==> src/rtl/pipe_pkg.sv <==
// Shared pipeline definitions: exception codes, reset/handler vectors and the
// control bundle that travels alongside every instruction between stages.
package pipe_pkg;

    localparam int TNEW_W_DEF = 2;

    typedef logic [4:0] exc_t;

    localparam exc_t EXC_NONE = 5'd0;
    localparam exc_t EXC_ADEL = 5'd4;
    localparam exc_t EXC_ADES = 5'd5;
    localparam exc_t EXC_RI   = 5'd10;
    localparam exc_t EXC_OV   = 5'd12;

    localparam logic [31:0] RESET_PC   = 32'h0000_3000;
    localparam logic [31:0] HANDLER_PC = 32'h0000_4180;

    // The tnew field is TNEW_W_DEF wide; stages configured wider are narrowed
    // into it, so keep TNEW_W at or below TNEW_W_DEF.
    typedef struct packed {
        logic [31:0]           pc;
        logic                  bd;
        exc_t                  exc;
        logic                  wr_en;
        logic [4:0]            wr_addr;
        logic [TNEW_W_DEF-1:0] tnew;
    } ctrl_t;

    // An exception raised earlier in the pipe belongs to an older instruction
    // point and must not be overwritten by one detected later.
    function automatic exc_t merge_exc(input exc_t older, input exc_t current);
        return (older != EXC_NONE) ? older : current;
    endfunction

    function automatic ctrl_t bubble_ctrl(input logic [31:0] pc, input logic bd);
        ctrl_t c;
        c     = '0;
        c.pc  = pc;
        c.bd  = bd;
        return c;
    endfunction

endpackage

==> src/rtl/pipe_stage_reg_if.sv <==
// Bundle of the stage-boundary signals: hazard/CP0 controls, the incoming
// instruction fields and the registered outgoing fields.
interface pipe_stage_reg_if #(
    parameter int LANES  = 3,
    parameter int TNEW_W = 2
);

    logic                  en;
    logic                  flush;
    logic                  req;

    logic [31:0]           in_pc;
    logic                  in_bd;
    logic [4:0]            in_exc;
    logic [4:0]            stage_exc;
    logic                  in_wr_en;
    logic [4:0]            in_wr_addr;
    logic [TNEW_W-1:0]     in_tnew;
    logic [32*LANES-1:0]   in_payload;

    logic                  out_valid;
    logic [31:0]           out_pc;
    logic                  out_bd;
    logic [4:0]            out_exc;
    logic                  out_wr_en;
    logic [4:0]            out_wr_addr;
    logic [TNEW_W-1:0]     out_tnew;
    logic [32*LANES-1:0]   out_payload;

    // Upstream stage plus hazard unit side.
    modport master (
        output en, flush, req,
        output in_pc, in_bd, in_exc, stage_exc,
        output in_wr_en, in_wr_addr, in_tnew, in_payload,
        input  out_valid, out_pc, out_bd, out_exc,
        input  out_wr_en, out_wr_addr, out_tnew, out_payload
    );

    modport slave (
        input  en, flush, req,
        input  in_pc, in_bd, in_exc, stage_exc,
        input  in_wr_en, in_wr_addr, in_tnew, in_payload,
        output out_valid, out_pc, out_bd, out_exc,
        output out_wr_en, out_wr_addr, out_tnew, out_payload
    );

endinterface

==> src/rtl/pipe_tnew_sat.sv <==
// Saturating T_new decrement; also used by the hazard unit to age the
// producer's T_new when comparing against consumer T_use.
module pipe_tnew_sat #(
    parameter int          TNEW_W   = 2,
    parameter int unsigned TNEW_DEC = 1
) (
    input  logic [TNEW_W-1:0] tnew_in,
    output logic [TNEW_W-1:0] tnew_out
);

    // One extra bit lets a decrement equal to 2**TNEW_W be represented.
    localparam int unsigned MAX_DEC   = 1 << TNEW_W;
    localparam int unsigned DEC_CLAMP = (TNEW_DEC > MAX_DEC) ? MAX_DEC : TNEW_DEC;
    localparam logic [TNEW_W:0] DEC   = (TNEW_W + 1)'(DEC_CLAMP);

    logic [TNEW_W:0] tnew_wide;
    logic [TNEW_W:0] tnew_diff;

    always_comb begin
        tnew_wide = {1'b0, tnew_in};
        tnew_diff = tnew_wide - DEC;
        tnew_out  = '0;
        if (tnew_wide > DEC) begin
            tnew_out = tnew_diff[TNEW_W-1:0];
        end
    end

endmodule

==> src/rtl/pipe_stage_reg.sv <==
// Generic inter-stage register for the five-stage MIPS pipeline with hold,
// bubble insertion, exception-request redirect, exception merge and T_new aging.
module pipe_stage_reg #(
    parameter int          LANES          = 3,
    parameter int          TNEW_W         = pipe_pkg::TNEW_W_DEF,
    parameter int unsigned TNEW_DEC       = 1,
    parameter logic [31:0] RESET_PC       = pipe_pkg::RESET_PC,
    parameter logic [31:0] HANDLER_PC     = pipe_pkg::HANDLER_PC,
    parameter bit          BUBBLE_KEEP_PC = 1'b1
) (
    input  logic              clk,
    input  logic              reset,
    pipe_stage_reg_if.slave   bus
);

    import pipe_pkg::*;

    logic                valid_d, valid_q;
    ctrl_t               ctrl_d, ctrl_q;
    logic [32*LANES-1:0] payload_d, payload_q;
    logic [TNEW_W-1:0]   tnew_aged;

    pipe_tnew_sat #(
        .TNEW_W   (TNEW_W),
        .TNEW_DEC (TNEW_DEC)
    ) u_tnew_sat (
        .tnew_in  (bus.in_tnew),
        .tnew_out (tnew_aged)
    );

    // req beats flush beats en; with none of them the register holds, which
    // also keeps T_new from aging during a stall.
    always_comb begin
        valid_d   = valid_q;
        ctrl_d    = ctrl_q;
        payload_d = payload_q;

        if (bus.req) begin
            valid_d   = 1'b0;
            ctrl_d    = bubble_ctrl(HANDLER_PC, 1'b0);
            payload_d = '0;
        end else if (bus.flush) begin
            valid_d   = 1'b0;
            payload_d = '0;
            if (BUBBLE_KEEP_PC) begin
                ctrl_d = bubble_ctrl(bus.in_pc, bus.in_bd);
            end else begin
                ctrl_d = bubble_ctrl(32'h0, 1'b0);
            end
        end else if (bus.en) begin
            valid_d        = 1'b1;
            ctrl_d.pc      = bus.in_pc;
            ctrl_d.bd      = bus.in_bd;
            ctrl_d.exc     = merge_exc(bus.in_exc, bus.stage_exc);
            ctrl_d.wr_en   = bus.in_wr_en && (bus.in_wr_addr != 5'd0);
            ctrl_d.wr_addr = bus.in_wr_addr;
            ctrl_d.tnew    = TNEW_W_DEF'(tnew_aged);
            payload_d      = bus.in_payload;
        end
    end

    always_ff @(posedge clk or posedge reset) begin
        if (reset) begin
            valid_q   <= 1'b0;
            ctrl_q    <= bubble_ctrl(RESET_PC, 1'b0);
            payload_q <= '0;
        end else begin
            valid_q   <= valid_d;
            ctrl_q    <= ctrl_d;
            payload_q <= payload_d;
        end
    end

    assign bus.out_valid   = valid_q;
    assign bus.out_pc      = ctrl_q.pc;
    assign bus.out_bd      = ctrl_q.bd;
    assign bus.out_exc     = ctrl_q.exc;
    assign bus.out_wr_en   = ctrl_q.wr_en;
    assign bus.out_wr_addr = ctrl_q.wr_addr;
    assign bus.out_tnew    = TNEW_W'(ctrl_q.tnew);
    assign bus.out_payload = payload_q;

endmodule

==> src/flat_wrapper.sv <==
// flat-port wrapper written by rule: the top's interface ports become plain ports
module pipe_stage_reg_flat import pipe_pkg::*;
#(
    parameter int          LANES          = 3,
    parameter int          TNEW_W         = pipe_pkg::TNEW_W_DEF,
    parameter int unsigned TNEW_DEC       = 1,
    parameter logic [31:0] RESET_PC       = pipe_pkg::RESET_PC,
    parameter logic [31:0] HANDLER_PC     = pipe_pkg::HANDLER_PC,
    parameter bit          BUBBLE_KEEP_PC = 1'b1
)
  (clk, reset, bus_en, bus_flush, bus_req, bus_in_pc, bus_in_bd, bus_in_exc, bus_stage_exc, bus_in_wr_en, bus_in_wr_addr, bus_in_tnew, bus_in_payload, bus_out_valid, bus_out_pc, bus_out_bd, bus_out_exc, bus_out_wr_en, bus_out_wr_addr, bus_out_tnew, bus_out_payload);
  pipe_stage_reg_if #(.LANES(LANES), .TNEW_W(TNEW_W)) bus_i ();
  input  logic clk;
  input  logic reset;
  input wire logic [$bits(bus_i.en)-1:0] bus_en;
  input wire logic [$bits(bus_i.flush)-1:0] bus_flush;
  input wire logic [$bits(bus_i.req)-1:0] bus_req;
  input wire logic [$bits(bus_i.in_pc)-1:0] bus_in_pc;
  input wire logic [$bits(bus_i.in_bd)-1:0] bus_in_bd;
  input wire logic [$bits(bus_i.in_exc)-1:0] bus_in_exc;
  input wire logic [$bits(bus_i.stage_exc)-1:0] bus_stage_exc;
  input wire logic [$bits(bus_i.in_wr_en)-1:0] bus_in_wr_en;
  input wire logic [$bits(bus_i.in_wr_addr)-1:0] bus_in_wr_addr;
  input wire logic [$bits(bus_i.in_tnew)-1:0] bus_in_tnew;
  input wire logic [$bits(bus_i.in_payload)-1:0] bus_in_payload;
  output wire logic [$bits(bus_i.out_valid)-1:0] bus_out_valid;
  output wire logic [$bits(bus_i.out_pc)-1:0] bus_out_pc;
  output wire logic [$bits(bus_i.out_bd)-1:0] bus_out_bd;
  output wire logic [$bits(bus_i.out_exc)-1:0] bus_out_exc;
  output wire logic [$bits(bus_i.out_wr_en)-1:0] bus_out_wr_en;
  output wire logic [$bits(bus_i.out_wr_addr)-1:0] bus_out_wr_addr;
  output wire logic [$bits(bus_i.out_tnew)-1:0] bus_out_tnew;
  output wire logic [$bits(bus_i.out_payload)-1:0] bus_out_payload;
  assign bus_i.en = bus_en;
  assign bus_i.flush = bus_flush;
  assign bus_i.req = bus_req;
  assign bus_i.in_pc = bus_in_pc;
  assign bus_i.in_bd = bus_in_bd;
  assign bus_i.in_exc = bus_in_exc;
  assign bus_i.stage_exc = bus_stage_exc;
  assign bus_i.in_wr_en = bus_in_wr_en;
  assign bus_i.in_wr_addr = bus_in_wr_addr;
  assign bus_i.in_tnew = bus_in_tnew;
  assign bus_i.in_payload = bus_in_payload;
  assign bus_out_valid = bus_i.out_valid;
  assign bus_out_pc = bus_i.out_pc;
  assign bus_out_bd = bus_i.out_bd;
  assign bus_out_exc = bus_i.out_exc;
  assign bus_out_wr_en = bus_i.out_wr_en;
  assign bus_out_wr_addr = bus_i.out_wr_addr;
  assign bus_out_tnew = bus_i.out_tnew;
  assign bus_out_payload = bus_i.out_payload;
  pipe_stage_reg #(.LANES(LANES), .TNEW_W(TNEW_W), .TNEW_DEC(TNEW_DEC), .RESET_PC(RESET_PC), .HANDLER_PC(HANDLER_PC), .BUBBLE_KEEP_PC(BUBBLE_KEEP_PC)) u_core (.clk(clk), .reset(reset), .bus(bus_i));
endmodule
==> config.mk <==
export PLATFORM = sky130hd
export DESIGN_NAME = pipe_stage_reg_flat
export DESIGN_NICKNAME = d
export VERILOG_FILES = /design/src/rtl/pipe_pkg.sv /design/src/rtl/pipe_stage_reg_if.sv /design/src/rtl/pipe_tnew_sat.sv /design/src/rtl/pipe_stage_reg.sv /design/src/flat_wrapper.sv
export SDC_FILE = /design/constraint.sdc
export NUM_CORES = 1
export LEC_CHECK = 0
export CAP_MARGIN = 20
export CORE_MARGIN = 5
export CORE_UTILIZATION = 34
export CTS_CLUSTER_SIZE = 10
export DETAILED_ROUTE_END_ITERATION = 7
export DONT_BUFFER_PORTS = 1
export PLACE_DENSITY = 0.53
export SYNTH_ARGS = -nofsm -noshare
export SYNTH_HDL_FRONTEND = slang
export SYNTH_HIERARCHICAL = 1
export SYNTH_SLANG_ARGS = --single-unit
export TNS_END_PERCENT = 50
==> constraint.sdc <==
create_clock -name clk -period 6.2 [get_ports clk]
set_input_delay 1.24 -clock clk [delete_from_list [all_inputs] [get_ports clk]]
set_output_delay 1.24 -clock clk [all_outputs]
set_load 0.01 [all_outputs]
==> impl_metrics.ini, run 1 <==
[layout]
design_area_mm2 = 0.00669
regArea_mm2 = 0.00358
diodes = 0
fillerInstances = 1672
fin_util = 0.385
syn2layout_area_growth_pct = 11.0
nNetsFinal = 654
multi_input_area_mm2 = 0.00213
finalNonFillerCells = 740
drive_gt1_frac = 0.101

[clock_tree]
postCtsHoldBufs = 0
cts_resized = 0
clock_insertion_delay_worst_skew_ps = 400
clockBufferDepth = 2
cts_tree = done
path_clk_slew_ps = 60
cts_made_buffers = 17
cts_sinks = 143
postCtsSetupRepairBufs = 0
htree_num_levels = 4
root_buffer = clkbuf_16

[outcome]
status = completed

[setup_path]
max_stage_delay_ps = 640
r2r_slack_ps = 5370
crit_path_end_kind = register
timing.rr.end = u_core/bus.out_exc[3]
cp_cell_sequence = or2_4 > buf_4 > nor2_1
startpoint = bus_req
cp.arrival_ps = 2510
cpMaxStageDelayCell = buf_4
critPathRequiredTime_ps = 6460
path_buf_inv = 1
critPathKind = in -> reg
crit_family = buffers and inverters
rr_worst_depth = 2
start_kind = input port
crit_fanout = 68
r2r-start = u_core/bus.out_exc[3]

[floorplanning]
die_h_um = 143
die_area_mm2 = 0.0205
coreArea_mm2 = 0.0174
start_util = 0.347
io_pins = 295
rows = 48
die_width_um = 143

[logic_synthesis]
synth_nets = 667
synth-edff-count = 0
ys_dominant_reg_cell = dfrtp_1
seq_area_frac_synth = 0.594
yosys.area.top_type = dfrtp_1
ys_ff_latch = 143
avgSynthCellArea_um2 = 11.7
netlist_instances = 515
synth_most_common_cell = dfrtp_1
synth_cell_types = 25
yosys.area.top_type_share = 0.586
ys_async_sr_fraction = 1.00
syn-cell-area_mm2 = 0.00602
yosys-top-cells-count = 141 x dfrtp_1, 107 x mux2i_1, 101 x nor2_1
ys_top_cells_by_area = dfrtp_1 59%, mux2i_1 18%, nor2_1 6.3%
ys.warnings.count = 6

[drt]
wire_per_inst_um = 19.3
viasPerCell = 4.87
drc = 0
ant_nets = 0
firstDrtPassIters = 6
first_iter_violations = 118
totalWireLength_mm = 14.3
vias = 3603

[global_route]
grt_remaining_overflow = 0
grt_pass1_wl_mm = 21.4
grt_max_degree = 115
grt_use_total = 0.135
grt_pass1_vias = 3867
antenna_found_initial = 0

[placed_design]
dp.cells = 707
dpl_worst_slack_ps = 3440
place_congestion = 0.747
placed_area_mm2 = 0.00604
portBuffers = 0
dp_hpwl_mm = 10.3

[timing]
slew_violations = 0
max_clock_freq_mhz = 444
tns_ps = 0
finClkSkew_ps = 0
period_needed_ps = 2250
worstMarginPinSlew_ps = 664
hold_viol = 0
finalCritPeriodShare = 0.363
fin_ws_ps = 3950
rsz0062_at_grt = no
slew_headroom = 0.557
setup_violations = 0

[worst_hold_path]
hold_class = reg -> reg
hold_start = u_core/bus.out_pc[13]
holdPathEnd = u_core/bus.out_pc[13]
hold_path_depth = 2

[job]
drv_cap = 0

[power]
power_density_mw_per_mm2 = 326
leakage_nw = 3.21
vdd_drop_max_v = 0.000166
## metrics by stage
stage	power [mW]	hold WS (ps)
2_1_floorplan	1.15	483
3_3_place_gp	1.14	498
3_5_place_dp	1.15	503
4_1_cts	2.22	512
5_1_grt	2.28	544
6_report	2.18	507
## how the worst max path moves through the flow
stage | endpoint | slack [ps] | cells after the start
global route | u_core/bus.out_wr_addr[4] | 3800 | 3
detailed placement | u_core/bus.out_pc[17] | 3440 | 2
finish | u_core/bus.out_payload[90] | 3950 | 3
CTS | u_core/bus.out_exc[4] | 3900 | 2
floorplan | u_core/bus.out_bd | 1130 | 1
global placement | u_core/bus.out_exc[0] | 3530 | 2
## worst reg2reg max path: stages (launching register included)
cell     delay (ps)
dfrtp_1         420
mux2i_1         150
o32ai_1         110
## flip-flops by register name (all words and copies together) (netlist names)
name / count
u_core/bus.out_bd: 1
u_core/bus.out_exc: 5
u_core/bus.out_payload: 96
u_core/bus.out_pc: 32
u_core/bus.out_tnew: 2
u_core/bus.out_valid: 1
u_core/bus.out_wr_addr: 5
u_core/bus.out_wr_en: 1
## power breakdown
group	switching (mW)	internal, mW	total [mW]
sequential	0.0479	0.972	1.02
clock	0.375	0.676	1.05
combinational	0.0606	0.0508	0.111
## cells in the final DEF (no fill, tap or decap), types with 2 or more instances in the layout
master and count:
clkbuf_16 17, nor2_2 10, mux2i_1 107, clkinvlp_4 2, o21ai_0 31, dfstp_2 2, nand2b_1 31, o32ai_1 4
clkbuf_1 2, o21ai_1 2, clkinv_2 2, nor2_1 101, bufinv_16 3, clkbuf_8 4, nand2_1 35, inv_1 4
buf_4 3, clkinv_4 2, dfrtp_1 141
## cell type report
type,count,share of cell area
clock buffers,23,0.0730
clock inverters,9,0.0198
repair buffers,4,0.00749
multi-input cells,331,0.318
inverters,5,0.00356
well taps,225,0.0421
flip-flops and latches,143,0.536
## routing by layer
| metal | up-vias | wire length (um) | global-route usage |
|---|---|---|---|
| li1 | 1664 | - | - |
| met1 | 1703 | 5220 | 0.153 |
| met2 | 215 | 6640 | 0.215 |
| met3 | 21 | 2180 | 0.0693 |
| met4 | 0 | 263 | 0.0550 |
| met5 | - | 0 | 0 |
## kinds of logic (layout without fill, tap and decap cells)
logic type	count (synthesis)	count (layout)	synth area share
buffers and inverters	41	41	0.0528
multiplexers	107	107	0.178
AND/OR/NAND/NOR	183	183	0.137
AO/OA/AOI/OAI	41	41	0.0376
flip-flops	143	143	0.594
Note: power is estimated with default switching activity, not from simulation.
==> inputs of run 2 (changes only) <==
--- a/config.mk
+++ b/config.mk
@@ -5,6 +5,7 @@
 export SDC_FILE = /design/constraint.sdc
 export NUM_CORES = 1
 export LEC_CHECK = 0
+export ABC_AREA = 1
 export CAP_MARGIN = 20
 export CORE_MARGIN = 5
 export CORE_UTILIZATION = 34
==> constraint.sdc (replaced) <==
create_clock -name clk -period 2.3 [get_ports clk]
set_input_delay 0.46 -clock clk [delete_from_list [all_inputs] [get_ports clk]]
set_output_delay 0.46 -clock clk [all_outputs]
set_load 0.01 [all_outputs]
==> impl_metrics.ini, run 2 <==
[setup_path]
crit_path_end_kind = primary output
critPathKind = reg -> out
startpoint = u_core/bus.out_pc[13]
start_kind = register
timing.rr.end = u_core/bus.out_pc[12]
critPathRequiredTime_ps = 1840
cp.arrival_ps = 980
r2r_slack_ps = 1530
crit_fanout = 2
rr_worst_depth = 2
r2r-start = u_core/bus.out_pc[12]

[timing]
period_needed_ps = 1440
worstMarginPinSlew_ps = 633
rsz0062_at_grt = no
setup_violations = 0
max_clock_freq_mhz = 694
hold_viol = 0
slew_headroom = 0.578
finClkSkew_ps = 0
finalCritPeriodShare = 0.626
slew_violations = 0
tns_ps = 0

[layout]
syn2layout_area_growth_pct = 15.1
drive_gt1_frac = 0.0776
mostFrequentLayoutCells = 394 x nand2_1, 141 x dfrtp_1, 31 x nand3_1
fillerInstances = 1566
final_common_cell = nand2_1
regArea_mm2 = 0.00358
largest_register_ffs = 96
multi_input_area_mm2 = 0.00174
diodes = 0
finalNonFillerCells = 860
nNetsFinal = 783

[clock_tree]
postCtsHoldBufs = 1
path_clk_slew_ps = 60
cts_made_buffers = 17
postCtsSetupRepairBufs = 0
cts_resized = 0
cts_sinks = 143
cts_tree = done
htree_num_levels = 4
root_buffer = clkbuf_16
clock_insertion_delay_worst_skew_ps = 410
clockBufferDepth = 2

[logic_synthesis]
ys.warnings.count = 6
synth-edff-count = 0
ys_dominant_reg_cell = dfrtp_1
synth_nets = 786
yosys.area.top_type = dfrtp_1
ys_top_cells_by_area = dfrtp_1 63%, nand2_1 26%, nand3_1 2.8%
ys_async_sr_fraction = 1.00
avgSynthCellArea_um2 = 8.82
yosys.area.top_type_share = 0.631
netlist_instances = 634
synth_most_common_cell = nand2_1
yosys-top-cells-count = 394 x nand2_1, 141 x dfrtp_1, 31 x nand3_1
syn-cell-area_mm2 = 0.00559
synth_cell_types = 16
ys_ff_latch = 143
seq_area_frac_synth = 0.641

[floorplanning]
die_width_um = 138
io_pins = 295
die_area_mm2 = 0.0191
coreArea_mm2 = 0.0160
rows = 46
start_util = 0.349
die_h_um = 138

[drt]
totalWireLength_mm = 15.3
vias = 4063
first_iter_violations = 282
ant_nets = 0
drc = 0
firstDrtPassIters = 5
wire_per_inst_um = 17.8
viasPerCell = 4.72

[global_route]
grt_max_degree = 64
grt_use_total = 0.158
grt_pass1_wl_mm = 24.1
grt_pass1_vias = 4245
grt_remaining_overflow = 0
antenna_found_initial = 0

[outcome]
status = completed

[worst_hold_path]
holdPathEnd = u_core/bus.out_payload[18]
hold_start = bus_in_payload[18]
hold_path_depth = 2
hold_class = in -> reg

[placed_design]
place_congestion = 0.862
dp.cells = 827
dp_hpwl_mm = 11.2
portBuffers = 0

[power]
vdd_drop_max_v = 0.000457
leakage_nw = 3.55
power_density_mw_per_mm2 = 921
power_mw = 5.93

[job]
drv_cap = 0
run 2: how the worst max path moves through the flow:
stage	end	slack (ps)	cells past startpoint
floorplan	u_core/bus.out_bd	50	1
global placement	u_core/bus.out_payload[61]	670	6
finish	bus_out_pc[13]	860	0
global route	u_core/bus.out_pc[12]	830	3
CTS	bus_out_pc[12]	830	0
detailed placement	u_core/bus.out_payload[61]	650	6
run 2: kinds of logic (layout without fill, tap and decap cells):
| family | after synthesis | after routing | synth area share |
|---|---|---|---|
| simple gates | 438 | 438 | 0.306 |
| flops | 143 | 143 | 0.641 |
| buf+inv | 47 | 57 | 0.0477 |
| compound gates | 6 | 6 | 0.00537 |
run 2: layout make-up:
| class | count | area share |
|---|---|---|
| Sequential cell | 143 | 0.557 |
| Multi-Input combinational cell | 444 | 0.271 |
| Inverter | 15 | 0.00992 |
| Clock buffer | 17 | 0.0661 |
| Clock inverter | 15 | 0.0325 |
| Tap cell | 216 | 0.0420 |
| Timing Repair Buffer | 10 | 0.0218 |
run 2: metal layers:
metal / track usage / vias up / part of all wire
met5: 0 / - / 0
met1: 0.177 / 1882 / 0.37
met3: 0.0824 / 18 / 0.13
met4: 0.0582 / 0 / 0.017
met2: 0.257 / 239 / 0.48
li1: - / 1924 / -
run 2: worst register-to-register path, delay by kind of cell, from the launching register on:
kind	cells	cell delay (ps)
simple gates	2	150
flops	1	570
run 2: where the power goes:
group	internal [mW]	switching, mW
registers	2.62	0.133
clock network	1.83	1.09
logic	0.0696	0.179
total	4.52	1.40
run 2: stage by stage:
stage	instance area, um^2	hold WS (ps)	util	worst slack [ps]
after detailed placement	5790	431	0.362	649
final	6430	154	0.402	860
after global placement	5790	416	0.362	665
after CTS	6430	126	0.402	828
after floorplan	5590	472	-	50.6
after global routing	6430	131	0.402	826
==> inputs of run 3 (changes only) <==
--- a/config.mk
+++ b/config.mk
@@ -12,7 +12,7 @@
 export CTS_CLUSTER_SIZE = 10
 export DETAILED_ROUTE_END_ITERATION = 7
 export DONT_BUFFER_PORTS = 1
-export PLACE_DENSITY = 0.53
+export PLACE_DENSITY = 0.55
 export SYNTH_ARGS = -nofsm -noshare
 export SYNTH_HDL_FRONTEND = slang
 export SYNTH_HIERARCHICAL = 1
==> constraint.sdc (replaced) <==
create_clock -name clk -period 1.3 [get_ports clk]
set_input_delay 0.26 -clock clk [delete_from_list [all_inputs] [get_ports clk]]
set_output_delay 0.26 -clock clk [all_outputs]
set_load 0.01 [all_outputs]
==> impl_metrics.ini, run 3 (synthesized netlist as in run 2, its figures left out) <==
[timing]
slew_headroom = 0.720
setup_violations = 0
hold_viol = 0
period_needed_ps = 1240
fin_ws_ps = 57.9
slew_violations = 0
tns_ps = 0
finClkSkew_ps = 0
worstMarginPinSlew_ps = 421
holdWs_ps = 31.2
finalCritPeriodShare = 0.955
rsz0062_at_grt = no
max_clock_freq_mhz = 805

[setup_path]
cp_common_cell = dlygate4sd3_1
cp-endpoint = u_core/bus.out_pc[7]
startpoint = bus_in_pc[7]
rr_worst_depth = 2
start_kind = input port
critPathRequiredTime_ps = 1600
crit_fanout = 1
timing.rr.end = u_core/bus.out_wr_addr[2]
critPathKind = in -> reg
cp.arrival_ps = 1540
cpMaxStageDelayCell = dlygate4sd3_1
crit_path_end_kind = register
cp_cell_sequence = dlygate4sd3_1 > o21ai_0 > dlygate4sd3_1 > nand2_1
r2r-start = u_core/bus.out_wr_addr[2]
max_stage_delay_ps = 560
r2r_slack_ps = 530

[layout]
drive_gt1_frac = 0.0671
design_area_mm2 = 0.00771
nNetsFinal = 914
regArea_mm2 = 0.00358
mostFrequentLayoutCells = 394 x nand2_1, 141 x dfrtp_1, 130 x dlygate4sd3_1
syn2layout_area_growth_pct = 37.9
fin_util = 0.482
multi_input_area_mm2 = 0.00174
finalNonFillerCells = 992
fillerInstances = 1417
largest_register_ffs = 96
final_common_cell = nand2_1

[floorplanning]
start_util = 0.349
coreArea_mm2 = 0.0160
die_area_mm2 = 0.0191
die_h_um = 138
die_width_um = 138
io_pins = 295
rows = 46

[power]
power_density_mw_per_mm2 = 1340
power_mw = 10.3
leakage_nw = 4.08
vdd_drop_max_v = 0.000814

[global_route]
grt_max_degree = 78
grt_use_total = 0.175
grt_pass1_wl_mm = 27.3
grt_remaining_overflow = 0
antenna_found_initial = 1
grt_pass1_vias = 4970
top_usage_layer = met2
use_met3 = 0.0821
met1_usage = 0.203
gr-usage-met2 = 0.278

[placed_design]
placed_area_mm2 = 0.00583
portBuffers = 0
dp_hpwl_mm = 10.8
dp.cells = 829
dpl_worst_slack_ps = 168
place_congestion = 0.876

[outcome]
status = completed

[clock_tree]
cts_made_buffers = 17
htree_num_levels = 4
root_buffer = clkbuf_16
cts_sinks = 143
postCtsSetupRepairBufs = 0
path_clk_slew_ps = 60
clock_insertion_delay_worst_skew_ps = 400
cts_resized = 0
clockBufferDepth = 2
cts_tree = done

[job]
drv_cap = 0

[drt]
ant_nets = 0
first_iter_violations = 335
viasPerCell = 4.78
drc = 0
totalWireLength_mm = 17.0
firstDrtPassIters = 5
wire_per_inst_um = 17.1
vias = 4737

[worst_hold_path]
hold_class = in -> reg
-- run 3: cell types whose count changed in the layout (fill, tap and decap cells not counted) --
cell,before,now
dlygate4sd3_1,1,130
bufinv_16,4,1
buf_12,5,7
clkbuf_8,0,2
clkinv_2,3,1
clkinvlp_4,3,5
diode_2,0,1
inv_2,0,1
inv_6,4,5
inv_8,1,0
-- run 3: cell type report --
cell class	count	share of cell area
antenna	1	0.000325
clock buffer	19	0.0587
clock inverter	13	0.0164
inverter	15	0.00811
multi-input combinational	444	0.226
sequential	143	0.464
tap	216	0.0351
timing repair buffer	141	0.191
-- run 3: how the worst min path moves through the flow --
stage | from | to | slack, ps | depth (start not counted)
floorplan | bus_in_pc[12] | u_core/bus.out_pc[12] | 370 | 2
global placement | reset | u_core/bus.out_payload[26] | 280 | 2
detailed placement | reset | u_core/bus.out_payload[28] | 290 | 2
CTS | bus_in_pc[14] | u_core/bus.out_pc[14] | 2 | 2
global route | bus_in_pc[14] | u_core/bus.out_pc[14] | 10 | 2
finish | bus_in_payload[61] | u_core/bus.out_payload[61] | 30 | 2
-- run 3: power breakdown --
part | switching, mW | internal (mW) | leakage [nW]
Clock | 1.92 | 2.77 | 0.273
Sequential | 0.235 | 4.63 | 1.92
Combinational | 0.397 | 0.391 | 1.88
Total | 2.55 | 7.79 | 4.08
-- run 3: layer usage --
metal	vias to the layer above	wire (um)
met4	0	579
met2	290	8050
met5	-	0
met3	41	2010
li1	2188	-
met1	2218	6330
-- run 3: worst max-delay path: cells and delay by family --
family / cells / cell delay, ps
AOI/OAI and AO/OA: 1 / 140
and+or+nand+nor: 1 / 50
buffers and inverters: 2 / 1090
-- run 3: timing repair --
action                                  CTS  global route
endpoints found under the setup margin    0             0
hold buffers                            130             0
endpoints found under the hold margin   269             0
